**src/rtl/pipelined_addsub.sv**
```systemverilog
// Pipelined two's-complement adder/subtractor: WIDTH bits split into STAGES chunks,
// one chunk rippled per stage, valid/ready handshake with full backpressure.
module pipelined_addsub #(
  parameter int WIDTH  = 64,
  parameter int STAGES = 4
) (
  input  logic             clk,
  input  logic             rst_n,
  input  logic             in_valid,
  output logic             in_ready,
  input  logic [WIDTH-1:0] a,
  input  logic [WIDTH-1:0] b,
  input  logic             sub,
  input  logic             cin,
  output logic             out_valid,
  input  logic             out_ready,
  output logic [WIDTH-1:0] sum,
  output logic             cout,
  output logic             overflow,
  output logic             zero,
  output logic             negative
);

  localparam int CHUNK = WIDTH / STAGES;

  logic [STAGES-1:0] stg_valid;
  logic [STAGES-1:0] stg_carry;
  logic [STAGES-1:0] nxt_carry;
  logic [STAGES-1:0] load;
  logic [STAGES-1:0] adv;
  logic [WIDTH-1:0]  stg_a   [STAGES];
  logic [WIDTH-1:0]  stg_b   [STAGES];
  logic [WIDTH-1:0]  stg_sum [STAGES];
  logic [WIDTH-1:0]  nxt_a   [STAGES];
  logic [WIDTH-1:0]  nxt_b   [STAGES];
  logic [WIDTH-1:0]  nxt_sum [STAGES];
  logic              fin_ovf;
  logic              ovf_q;
  logic              zero_q;

  // Advance chain runs from the output back to stage 0, so a drain at the
  // output frees every full stage behind it in the same cycle.
  always_comb begin
    logic free;
    free = out_ready;
    adv  = '0;
    for (int k = STAGES - 1; k >= 0; k--) begin
      adv[k] = stg_valid[k] && free;
      free   = !stg_valid[k] || free;
    end
    in_ready = free;
  end

  for (genvar k = 0; k < STAGES; k++) begin : g_stage
    logic [WIDTH-1:0] src_a;
    logic [WIDTH-1:0] src_b;
    logic [WIDTH-1:0] src_sum;
    logic             src_c;
    logic [CHUNK:0]   part;

    if (k == 0) begin : g_first
      assign src_a   = a;
      assign src_b   = b ^ {WIDTH{sub}};
      assign src_sum = '0;
      assign src_c   = cin ^ sub;
      assign load[k] = in_valid && in_ready;
    end else begin : g_next
      assign src_a   = stg_a[k-1];
      assign src_b   = stg_b[k-1];
      assign src_sum = stg_sum[k-1];
      assign src_c   = stg_carry[k-1];
      assign load[k] = adv[k-1];
    end

    assign part = {1'b0, src_a[k*CHUNK +: CHUNK]} + {1'b0, src_b[k*CHUNK +: CHUNK]}
                + {{CHUNK{1'b0}}, src_c};
    assign nxt_a[k]     = src_a;
    assign nxt_b[k]     = src_b;
    assign nxt_carry[k] = part[CHUNK];
    // Unsummed chunks of the partial sum are still zero, so OR merges the new chunk.
    assign nxt_sum[k]   = src_sum | (WIDTH'(part[CHUNK-1:0]) << (k * CHUNK));

    if (k == STAGES - 1) begin : g_last
      assign fin_ovf = src_a[WIDTH-1] ^ src_b[WIDTH-1] ^ nxt_sum[k][WIDTH-1] ^ part[CHUNK];
    end
  end

  // A stage captures a beat when its upstream advances, and empties when it
  // hands its beat on without a replacement; data is held otherwise.
  always_ff @(posedge clk or negedge rst_n) begin
    if (!rst_n) begin
      stg_valid <= '0;
      stg_carry <= '0;
      ovf_q     <= 1'b0;
      zero_q    <= 1'b0;
      for (int k = 0; k < STAGES; k++) begin
        stg_a[k]   <= '0;
        stg_b[k]   <= '0;
        stg_sum[k] <= '0;
      end
    end else begin
      for (int k = 0; k < STAGES; k++) begin
        if (load[k]) begin
          stg_valid[k] <= 1'b1;
          stg_a[k]     <= nxt_a[k];
          stg_b[k]     <= nxt_b[k];
          stg_sum[k]   <= nxt_sum[k];
          stg_carry[k] <= nxt_carry[k];
        end else if (adv[k]) begin
          stg_valid[k] <= 1'b0;
        end
      end
      if (load[STAGES-1]) begin
        ovf_q  <= fin_ovf;
        zero_q <= (nxt_sum[STAGES-1] == '0);
      end
    end
  end

  assign out_valid = stg_valid[STAGES-1];
  assign sum       = stg_sum[STAGES-1];
  assign cout      = stg_carry[STAGES-1];
  assign overflow  = ovf_q;
  assign zero      = zero_q;
  assign negative  = stg_sum[STAGES-1][WIDTH-1];

endmodule
```
**config.mk**
```make
export PLATFORM = sky130hd
export DESIGN_NAME = pipelined_addsub
export DESIGN_NICKNAME = d
export VERILOG_FILES = /design/src/rtl/pipelined_addsub.sv
export SDC_FILE = /design/constraint.sdc
export NUM_CORES = 1
export LEC_CHECK = 0
export ABC_AREA = 0
export BUFFER_PORTS_ARGS = -buffer_cell sky130_fd_sc_hd__buf_2
export CAP_MARGIN = 10
export CORE_MARGIN = 4
export CORE_UTILIZATION = 35
export CTS_BUF_LIST = sky130_fd_sc_hd__clkbuf_4
export CTS_CLUSTER_SIZE = 14
export DETAILED_ROUTE_END_ITERATION = 12
export PLACE_DENSITY = 0.6
export SYNTH_ARGS = -nofsm -noshare
export SYNTH_HDL_FRONTEND = slang
export SYNTH_SLANG_ARGS = --single-unit
```
**constraint.sdc**
```tcl
create_clock -name clk -period 3.6 [get_ports clk]
set_input_delay 0.72 -clock clk [delete_from_list [all_inputs] [get_ports clk]]
set_output_delay 0.72 -clock clk [all_outputs]
set_load 0.01 [all_outputs]
```
==> results of run 1 <==
layer usage:
layer	GRT usage (%)	up-vias	part of all wire [%]
met5	0	-	0.050
met4	6.33	4	2.5
met3	3.90	73	5.3
met2	27.0	278	48
met1	20.7	6181	44
li1	-	6293	-
report_power, final:
part           leakage (uW)  total (uW)  switching [uW]  internal [uW]
registers           0.00446        6260             884           5380
clock network      0.000730        3610            1730           1880
logic               0.00482        4720            2560           2150
total                0.0100       14600            5180           9410
layout by cell type, fill, tap and decap left out, types with 21 or more instances in the layout:
cell	instances
ha_1	60
xnor2_1	67
inv_1	34
dfrtp_1	362
dlygate4sd3_1	24
clkbuf_4	142
buf_2	201
a21oi_1	28
xor2_1	30
mux2_2	120
clkinv_1	27
nand2_1	514
o21ai_0	111
nand3_1	21
through the flow:
step           setup slack, ps  util [%]
5_1_grt                   8.54      42.4
6_report                   283      42.4
3_3_place_gp               126      39.3
2_1_floorplan             49.8         -
4_1_cts                   40.6      42.4
3_5_place_dp              36.4      39.3
sequential cells by signal, indices dropped and copies added, names as in the netlist:
signal and count:
stg_valid 4, zero 1, stg_carry 4, overflow 1, g_stage.src_a 96, g_stage.src_b 96
g_stage.src_sum 96, sum 64
layout make-up:
| cell class | count | share of cell area, % |
|---|---|---|
| Multi-Input combinational cell | 1198 | 37.4 |
| Tap cell | 615 | 3.79 |
| Sequential cell | 362 | 44.6 |
| Timing Repair Buffer | 251 | 7.56 |
| Clock inverter | 34 | 0.801 |
| Antenna cell | 1 | 0.0123 |
| Clock buffer | 142 | 5.25 |
| Inverter | 34 | 0.628 |
cell families (layout without fill, tap and decap cells):
kind of cell | count (synthesis) | count (layout) | synth area share, %
simple gates | 656 | 656 | 16.2
flops | 362 | 362 | 53.2
compound gates | 257 | 257 | 9.85
mux | 120 | 120 | 7.94
buf+inv | 109 | 461 | 2.45
xor+xnor | 97 | 97 | 4.99
fa+ha+maj | 68 | 68 | 5.35
other cells | 0 | 1 | 0
cells in the mapped netlist, types with 16 or more instances:
cell / count / share of area, %
a21oi_1: 28 / 0.82
clkbuf_1: 68 / 1.5
dfrtp_1: 362 / 53
ha_1: 60 / 4.4
inv_1: 34 / 0.75
mux2_2: 120 / 7.9
nand2_1: 518 / 11
nand3_1: 21 / 0.62
nor2_1: 18 / 0.40
o21a_1: 18 / 0.79
o21ai_0: 111 / 3.3
o31ai_1: 16 / 0.71
xnor2_1: 67 / 3.4
xor2_1: 30 / 1.5
worst max-delay path by stage:
stage | startpoint | end | slack (ps) | depth (start not counted)
final | stg_carry[2]$_DFFE_PN0P_ | zero$_DFFE_PN0P_ | 280 | 10
after floorplan | sub | g_stage[1].src_sum[14]$_DFFE_PN0P_ | 50 | 12
after CTS | stg_carry[2]$_DFFE_PN0P_ | zero$_DFFE_PN0P_ | 40 | 10
after global placement | stg_carry[2]$_DFFE_PN0P_ | zero$_DFFE_PN0P_ | 130 | 10
after detailed placement | stg_carry[2]$_DFFE_PN0P_ | zero$_DFFE_PN0P_ | 40 | 10
after global routing | g_stage[3].src_a[48]$_DFFE_PN0P_ | zero$_DFFE_PN0P_ | 9 | 10
critical path: cells and delay by family, from the launching register on:
| family | cells | cell delay [ps] |
|---|---|---|
| and+or+nand+nor | 4 | 1100 |
| AOI/OAI and AO/OA | 3 | 870 |
| adders and majority gates | 2 | 820 |
| DFF | 1 | 380 |
| buffers and inverters | 1 | 70 |
repair_timing:
item	in CTS	in global routing
setup endpoints to repair	0	1
resized for setup	0	2
hold endpoints to repair	113	0
hold buffers	24	0
buffers inserted	0	0
==> impl_results.md, run 1 <==
* Worst reg2reg path endpoint: zero$_DFFE_PN0P_
* Max incr delay on CP at 580 ps
* Slew Limit Headroom at 37.4%
* Number of distinct library cells after synthesis at 71
* Asr flop ratio synth at 100%
* CTS sink cnt at 362
* Worst hold margin at 107 ps
* Share of cells above drive strength 1 at 26.1%
* TritonCTS Buffers at 100
* Hold Crit Class: in -> reg
* First drt pass iteration count at 5
* Die Wd at 229 um
* Rows at 80
* Top_reg_cell synth: dfrtp_1
* Die height at 229 um
* Hold Violations, Final at 0
* DRC Markers at 0
* Worst Tran Pin Value at 939 ps
* Pwr Total at 14,600 uW
* Clock Tree Root: clkbuf_4
* Cell Chain, Critical Path: fa_1, inv_1, fa_1, nor4b_1, nand4_1, nor4_2, o211ai_1, a2111oi_1, nand4_1, o31ai_1
* Fin Setup TNS at 0 ps
* RSZ-0062 raised after global routing: false
* Area of the multi-input gates at 0.00759 mm^2
* #FFs+latches synth at 362
* Via count at 12,800
* Max Fclk at 301 MHz
* Max Cap Violations at 0
* Startpoint types: flop
* Post-DP HPWL at 29,200 um
* Clock skew at 48.5 ps
* Endpoints failing setup at 0
* Initial Util at 35.5%
* CP arrival at 4040 ps
* Fin area at 0.0203 mm^2
* Hold Path Cell Cnt at 3
* Syn Std Cell Area at 0.0170 mm^2
* Setup crit end kind: flop
* HP Start: a[47]
* R2R Setup Slk at 280 ps
* Reg2Reg Depth at 10
* Data required time at the worst endpoint at 4320 ps
* First-pass GRT wire length at 69,000 um
* Inst Count DP at 2,436
* Insertion delay to the later sink of the worst-skew pair at 830 ps
* Synth warnings at 0
* CTS Buffer Depth at 3
* Power Density at 718 mW/mm^2
* Leakage at 0.0100 uW
* Post-synth EDFFs at 0
* Clk slew on worst S/H paths at 70 ps
* Pin count of the biggest net entering global routing at 98
* Area post-placement at 0.0188 mm^2
* IO buf count at 203
* Layout Nets at 2,149
* Drt total wl at 42,400 um
* Critical path's slowest cell: fa_1
* Tcrit/Tclk final at 92.2%
* Antenna violations before repair at 3
* Slew Limit Fails at 0
* Seq. cell area at 0.00906 mm^2
* Syn Inst Count at 1,669
* Worst vdd ir at 282 uV
* Critical path peak fanout at 2
* Tmin final at 3320 ps
* Hold Path End: g_stage[1].src_a[47]$_DFFE_PN0P_
* H-tree depth at 3
* Vias in the first global route at 13,300
* Synthesized area per cell at 10.2 um^2
* Routed Antenna Nets at 0
* Sequential cell area fraction in the yosys report at 53.2%
* Placer Congestion at 0.868
* Total Routing Usage GR at 16.3%
* Outcome: finished clean
* Core area at 0.0479 mm^2
* CTS tree: built
* I/O pin count at 204
* Via/cell ratio at 4.86
* Remaining global-route overflow at 0
* Die area at 0.0522 mm^2
* Syn_nets at 1,871
* Worst setup path class: reg -> reg
* DR iter-0 viols at 571
* Drt wl/cell at 16.1 um
* Post-Layout Cell Count at 2,637
* Critical R2R Launch: stg_carry[2]$_DFFE_PN0P_
* Area Growth Syn to Fin at 19.3%
* Fillers at 4,674
Power figures use the tool's default switching activity.
==> inputs of run 2 (changes only) <==
--- a/config.mk
+++ b/config.mk
@@ -9,11 +9,11 @@
 export BUFFER_PORTS_ARGS = -buffer_cell sky130_fd_sc_hd__buf_2
 export CAP_MARGIN = 10
 export CORE_MARGIN = 4
-export CORE_UTILIZATION = 35
-export CTS_BUF_LIST = sky130_fd_sc_hd__clkbuf_4
+export CORE_UTILIZATION = 40
+export CTS_BUF_LIST = sky130_fd_sc_hd__clkbuf_8
 export CTS_CLUSTER_SIZE = 14
 export DETAILED_ROUTE_END_ITERATION = 12
-export PLACE_DENSITY = 0.6
+export PLACE_DENSITY = 0.65
 export SYNTH_ARGS = -nofsm -noshare
 export SYNTH_HDL_FRONTEND = slang
 export SYNTH_SLANG_ARGS = --single-unit
==> impl_results.md, run 2 (synthesis results as in run 1) <==
* Drt wl/cell at 16.5 um
* DR iter-0 viols at 630
* Leakage at 0.00986 uW
* Critical path peak fanout at 2
* Clock Tree Root: clkbuf_8
* Initial Util at 40.5%
* Antenna diodes at 0
* Die area at 0.0459 mm^2
* DRC Markers at 0
* Seq. cell area at 0.00906 mm^2
* Hold Violations, Final at 0
* Rows at 75
* Resize count post-CTS at 0
* Clock skew at 26.7 ps
* Tcrit/Tclk final at 87.3%
* IO buf count at 203
* Post-DP HPWL at 28,500 um
* Worst Tran Pin Value at 825 ps
* Remaining global-route overflow at 0
* CP bufs+invs at 1
* Layout Nets at 2,083
* H-tree depth at 2
* Max incr delay on CP at 530 ps
* Commonest non-fill, non-tap cell in the layout: nand2_1
* Setup crit end kind: flop
* CP arrival at 3680 ps
* Vias in the first global route at 12,800
* CTS tree: built
* Max Cap Violations at 0
* Most frequent cells in the layout: 514 x nand2_1, 362 x dfrtp_1, 201 x buf_2
* Total Routing Usage GR at 17.5%
* Die height at 214 um
* Share of cells above drive strength 1 at 23.8%
* Power Density at 724 mW/mm^2
* Tmin final at 3140 ps
* Hold Crit Class: in -> async
* RSZ-0062 raised after global routing: false
* Worst setup path class: reg -> reg
* First drt pass iteration count at 5
* TritonCTS Buffers at 59
* Startpoint types: flop
* Die Wd at 214 um
* Fillers at 3,935
* Max Fclk at 318 MHz
* Worst vdd ir at 318 uV
* Antenna violations before repair at 3
* Core area at 0.0420 mm^2
* Critical path's slowest cell: fa_1
* Area Growth Syn to Fin at 16.9%
* Outcome: finished clean
* Drt total wl at 40,600 um
* CTS sink cnt at 362
* Clk slew on worst S/H paths at 60 ps
* I/O pin count at 204
* Family with the most delay on the worst path: simple AND/OR/NAND/NOR gates
* Placer Congestion at 0.881
* Fin Setup TNS at 0 ps
* Routed Antenna Nets at 0
* Post-CTS Setup Inserts at 0
* Slew Limit Headroom at 45.0%
* Worst hold margin at 41.4 ps
* Via/cell ratio at 5.04
* Data required time at the worst endpoint at 4140 ps
* Via count at 12,400
* Hold_buf cts at 0
* Cell Chain, Critical Path: fa_1, inv_1, fa_1, nor4b_1, nand4_1, nor4_2, o211ai_1, a2111oi_0, nand4_1, o31ai_1
* Endpoints failing setup at 0
* Slew Limit Fails at 0
* Insertion delay to the later sink of the worst-skew pair at 630 ps
* Pin count of the biggest net entering global routing at 110
* CTS Buffer Depth at 3
* First-pass GRT wire length at 65,900 um
* Area of the multi-input gates at 0.00759 mm^2
run 2: changes by cell type in the layout (fill, tap and decap cells not counted):
cell / delta
inv_2: -1
a2111oi_0: +1
inv_6: +1
clkinv_2: +1
clkinv_1: -27
clkbuf_4: -142
a2111oi_1: -1
buf_12: -1
inv_1: +25
clkbuf_8: +73
dlygate4sd3_1: -24
diode_2: -1
run 2: final timing paths:
kind / start / endpoint / slack (ps) / cells after the start
hold reg to reg: g_stage[1].src_a[41]$_DFFE_PN0P_ / g_stage[2].src_a[41]$_DFFE_PN0P_ / 460 / 2
setup reg to reg: stg_carry[2]$_DFFE_PN0P_ / zero$_DFFE_PN0P_ / 460 / 10
min in group clk: a[23] / g_stage[1].src_a[23]$_DFFE_PN0P_ / 280 / 3
max in group asynchronous: rst_n / g_stage[2].src_b[47]$_DFFE_PN0P_ / 2480 / 2
hold / removal: rst_n / sum[0]$_DFFE_PN0P_ / 40 / 1
setup / recovery: stg_carry[2]$_DFFE_PN0P_ / zero$_DFFE_PN0P_ / 460 / 10
run 2: worst reg2reg max path, stage by stage, from the launching register on:
cell and delay [ps]:
dfrtp_1 390, fa_1 230, inv_1 60, fa_1 530, nor4b_1 260, nand4_1 200, nor4_2 420, o211ai_1 150
a2111oi_0 470, nand4_1 150, o31ai_1 210
run 2: metrics by stage:
step | instance area [um^2] | setup WS, ps | std cells | util (%) | total power [uW]
after global placement | 18700 | 146 | 2359 | 44.5 | 10900
after CTS | 19900 | 246 | 2465 | 47.3 | 14600
after global routing | 19900 | 99.4 | 2465 | 47.3 | 15400
after detailed placement | 18700 | 84.0 | 2359 | 44.5 | 11000
final | 19900 | 457 | 2465 | 47.3 | 14400
after floorplan | 17000 | 49.8 | 1669 | - | 9300
run 2: layer usage:
metal / GRT usage (%) / share of wire, % / up-vias
li1: - / - / 6112
met1: 23.4 / 46 / 6002
met2: 28.3 / 46 / 234
met3: 3.30 / 4.5 / 81
met4: 6.57 / 3.1 / 4
met5: 0 / 0.067 / -
run 2: power breakdown:
group / total (uW) / internal (uW) / switching [uW]
logic: 4650 / 2130 / 2520
clock network: 3490 / 1890 / 1600
registers: 6260 / 5380 / 884
run 2: area by class of cell:
type | count | share of cell area [%]
clock buffer | 73 | 5.05
clock inverter | 33 | 0.830
multi-input combinational | 1198 | 38.2
sequential | 362 | 45.5
inverter | 34 | 0.641
tap | 539 | 3.39
timing repair buffer | 226 | 6.41
==> inputs of run 3 (changes only) <==
--- a/config.mk
+++ b/config.mk
@@ -5,7 +5,7 @@
 export SDC_FILE = /design/constraint.sdc
 export NUM_CORES = 1
 export LEC_CHECK = 0
-export ABC_AREA = 0
+export ABC_AREA = 1
 export BUFFER_PORTS_ARGS = -buffer_cell sky130_fd_sc_hd__buf_2
 export CAP_MARGIN = 10
 export CORE_MARGIN = 4
==> impl_results.md, run 3 <==
* Total Routing Usage GR at 19.5%
* Clk slew on worst S/H paths at 60 ps
* Synth cell count leaders: 794 x nand2_1, 362 x dfrtp_1, 171 x o21ai_0
* Startpoint types: flop
* Tmin final at 2570 ps
* Vias in the first global route at 13,600
* Inst Count DP at 2,763
* Leakage at 0.0105 uW
* Post-CTS Setup Inserts at 0
* Synth warnings at 0
* Pin count of the biggest net entering global routing at 102
* #FFs+latches synth at 362
* Simple-gate portion of the synthesized area at 22.2%
* Outcome: finished clean
* Hold Crit Class: in -> async
* Cell Chain, Critical Path: inv_1, fa_1, inv_1, fa_1, nand3_1, nand3_1, nand3_1, nand4_1, a21o_1, or2_0, nand3_1, o21ai_1
* Die Wd at 216 um
* Remaining global-route overflow at 0
* DR iter-0 viols at 860
* Compound-Gate Fraction of Synth Area at 9.99%
* Power Density at 923 mW/mm^2
* Largest family of logic cells by synthesized area: simple AND/OR/NAND/NOR gates
* Syn_nets at 2,242
* Setup crit end kind: flop
* Routed Antenna Nets at 0
* Worst vdd ir at 374 uV
* Share of cells above drive strength 1 at 14.3%
* Slew Limit Fails at 0
* Placer Congestion at 0.807
* First-pass GRT wire length at 73,800 um
* XOR/XNOR share of the synthesized area at 4.75%
* Core area at 0.0430 mm^2
* H-tree depth at 2
* Synth top area cells: dfrtp_1 52%, nand2_1 17%, o21ai_0 4.9%, ha_1 4.3%, xnor2_1 3.2%
* Area Growth Syn to Fin at 15.6%
* CTS tree: built
* Sequential cell area fraction in the yosys report at 52.2%
* Tcrit/Tclk final at 71.3%
* IO buf count at 203
* Data required time at the worst endpoint at 4140 ps
* Share of the synthesized area in the top cell type at 52.2%
* Slew Limit Headroom at 37.4%
* Post-DP HPWL at 33,600 um
* Via/cell ratio at 4.74
* R2R Setup Slk at 1030 ps
* Max Cap Violations at 0
* Max incr delay on CP at 400 ps
* Initial Util at 40.3%
* Critical path peak fanout at 4
* Syn Inst Count at 2,040
* Antenna violations before repair at 0
* Syn Std Cell Area at 0.0173 mm^2
* Critical Path Start: stg_carry[0]$_DFFE_PN0P_
* Drt wl/cell at 15.8 um
* Worst hold margin at 31.3 ps
* Adder and majority cell fraction of the synthesized area at 5.25%
* Max Fclk at 390 MHz
* CP arrival at 3110 ps
* Rows at 76
* CTS Buffer Depth at 3
* CTS sink cnt at 362
* Final core occ at 46.6%
* Worst Tran Pin Value at 938 ps
* Layout Nets at 2,441
* Top_reg_cell synth: dfrtp_1
* First drt pass iteration count at 6
* Critical Path Most Common Cell: nand3_1
* TritonCTS Buffers at 59
* Largest area contributor in the netlist: dfrtp_1
* Post-synth EDFFs at 0
* Endpoints failing setup at 0
* Via count at 13,600
* Clock skew at 39.8 ps
* Fin Setup TNS at 0 ps
* Die height at 216 um
* Critical path's slowest cell: dfrtp_1
* Most common cell in the netlist: nand2_1
* Most frequent cells in the layout: 793 x nand2_1, 362 x dfrtp_1, 201 x buf_2
* Die area at 0.0467 mm^2
* Asr flop ratio synth at 100%
* Commonest non-fill, non-tap cell in the layout: nand2_1
* Number of distinct library cells after synthesis at 42
* Clock Tree Root: clkbuf_8
* Post-Layout Cell Count at 2,867
* DRC Markers at 0
* Synthesized area per cell at 8.50 um^2
* Drt total wl at 45,200 um
* Mux cell area share after synthesis at 0%
* Critical R2R Launch: stg_carry[0]$_DFFE_PN0P_
* Hold_buf cts at 0
* I/O pin count at 204
* Worst setup path class: reg -> reg
* RSZ-0062 raised after global routing: false
* Hold Violations, Final at 0
* Resize count post-CTS at 0
* Insertion delay to the later sink of the worst-skew pair at 680 ps
[run 3: changes by cell type after synthesis, sizes merged, moves of 51 or more]
cell	previous run	this run
inv	34	147
buf	7	58
nand2	518	800
o21ai	113	215
nor2	18	90
mux2	120	0
[run 3: area by class of cell]
type                       count  area, um^2
tap                          585         732
inverter                     148         558
sequential                   362        9060
antenna                        1        2.50
multi-input combinational   1448        7320
timing repair buffer         220        1220
clock inverter                36         228
clock buffer                  67         922
fill                        4333       22900
[run 3: kinds of logic after synthesis]
logic type      count (synthesis)
xor+xnor                       94
simple gates                  973
fa+ha+maj                      68
buf+inv                       230
compound gates                313
flops                         362
[run 3: worst max-delay path, delay by kind of cell, from the launching register on]
kind | cells | cell delay, ps
and+or+nand+nor | 6 | 930
adders and majority gates | 2 | 580
DFF | 1 | 400
AOI/OAI and AO/OA | 2 | 340
buffers and inverters | 2 | 170
[run 3: path summary, 6_finish.rpt]
kind,depth (start not counted),to
setup / recovery,12,g_stage[2].src_sum[30]$_DFFE_PN0P_
hold / removal,1,sum[59]$_DFFE_PN0P_
setup reg to reg,12,g_stage[2].src_sum[30]$_DFFE_PN0P_
hold reg to reg,2,g_stage[2].src_b[60]$_DFFE_PN0P_
max in group asynchronous,2,g_stage[1].src_a[39]$_DFFE_PN0P_
min in group clk,3,g_stage[1].src_a[28]$_DFFE_PN0P_
[run 3: report_power, final]
| part | total, uW | internal [uW] | leakage [uW] | switching, uW |
|---|---|---|---|---|
| Combinational | 8070 | 2740 | 0.00531 | 5330 |
| Clock | 3490 | 1840 | 0.000694 | 1640 |
| Sequential | 6940 | 5890 | 0.00450 | 1050 |
[run 3: through the flow]
stage	area [um^2]	total power, uW	setup WS [ps]
after floorplan	17300	12400	628
after global placement	18900	14900	552
after detailed placement	18900	15100	512
after CTS	20000	18700	1040
after global routing	20000	20200	819
final	20000	18500	1030
[run 3: metal layers]
layer	vias to the layer above	track usage (%)	wire length (um)
li1	6900	-	-
met1	6347	30.1	23100
met2	278	28.3	19000
met3	64	3.65	2190
met4	0	4.69	888
met5	-	0	0
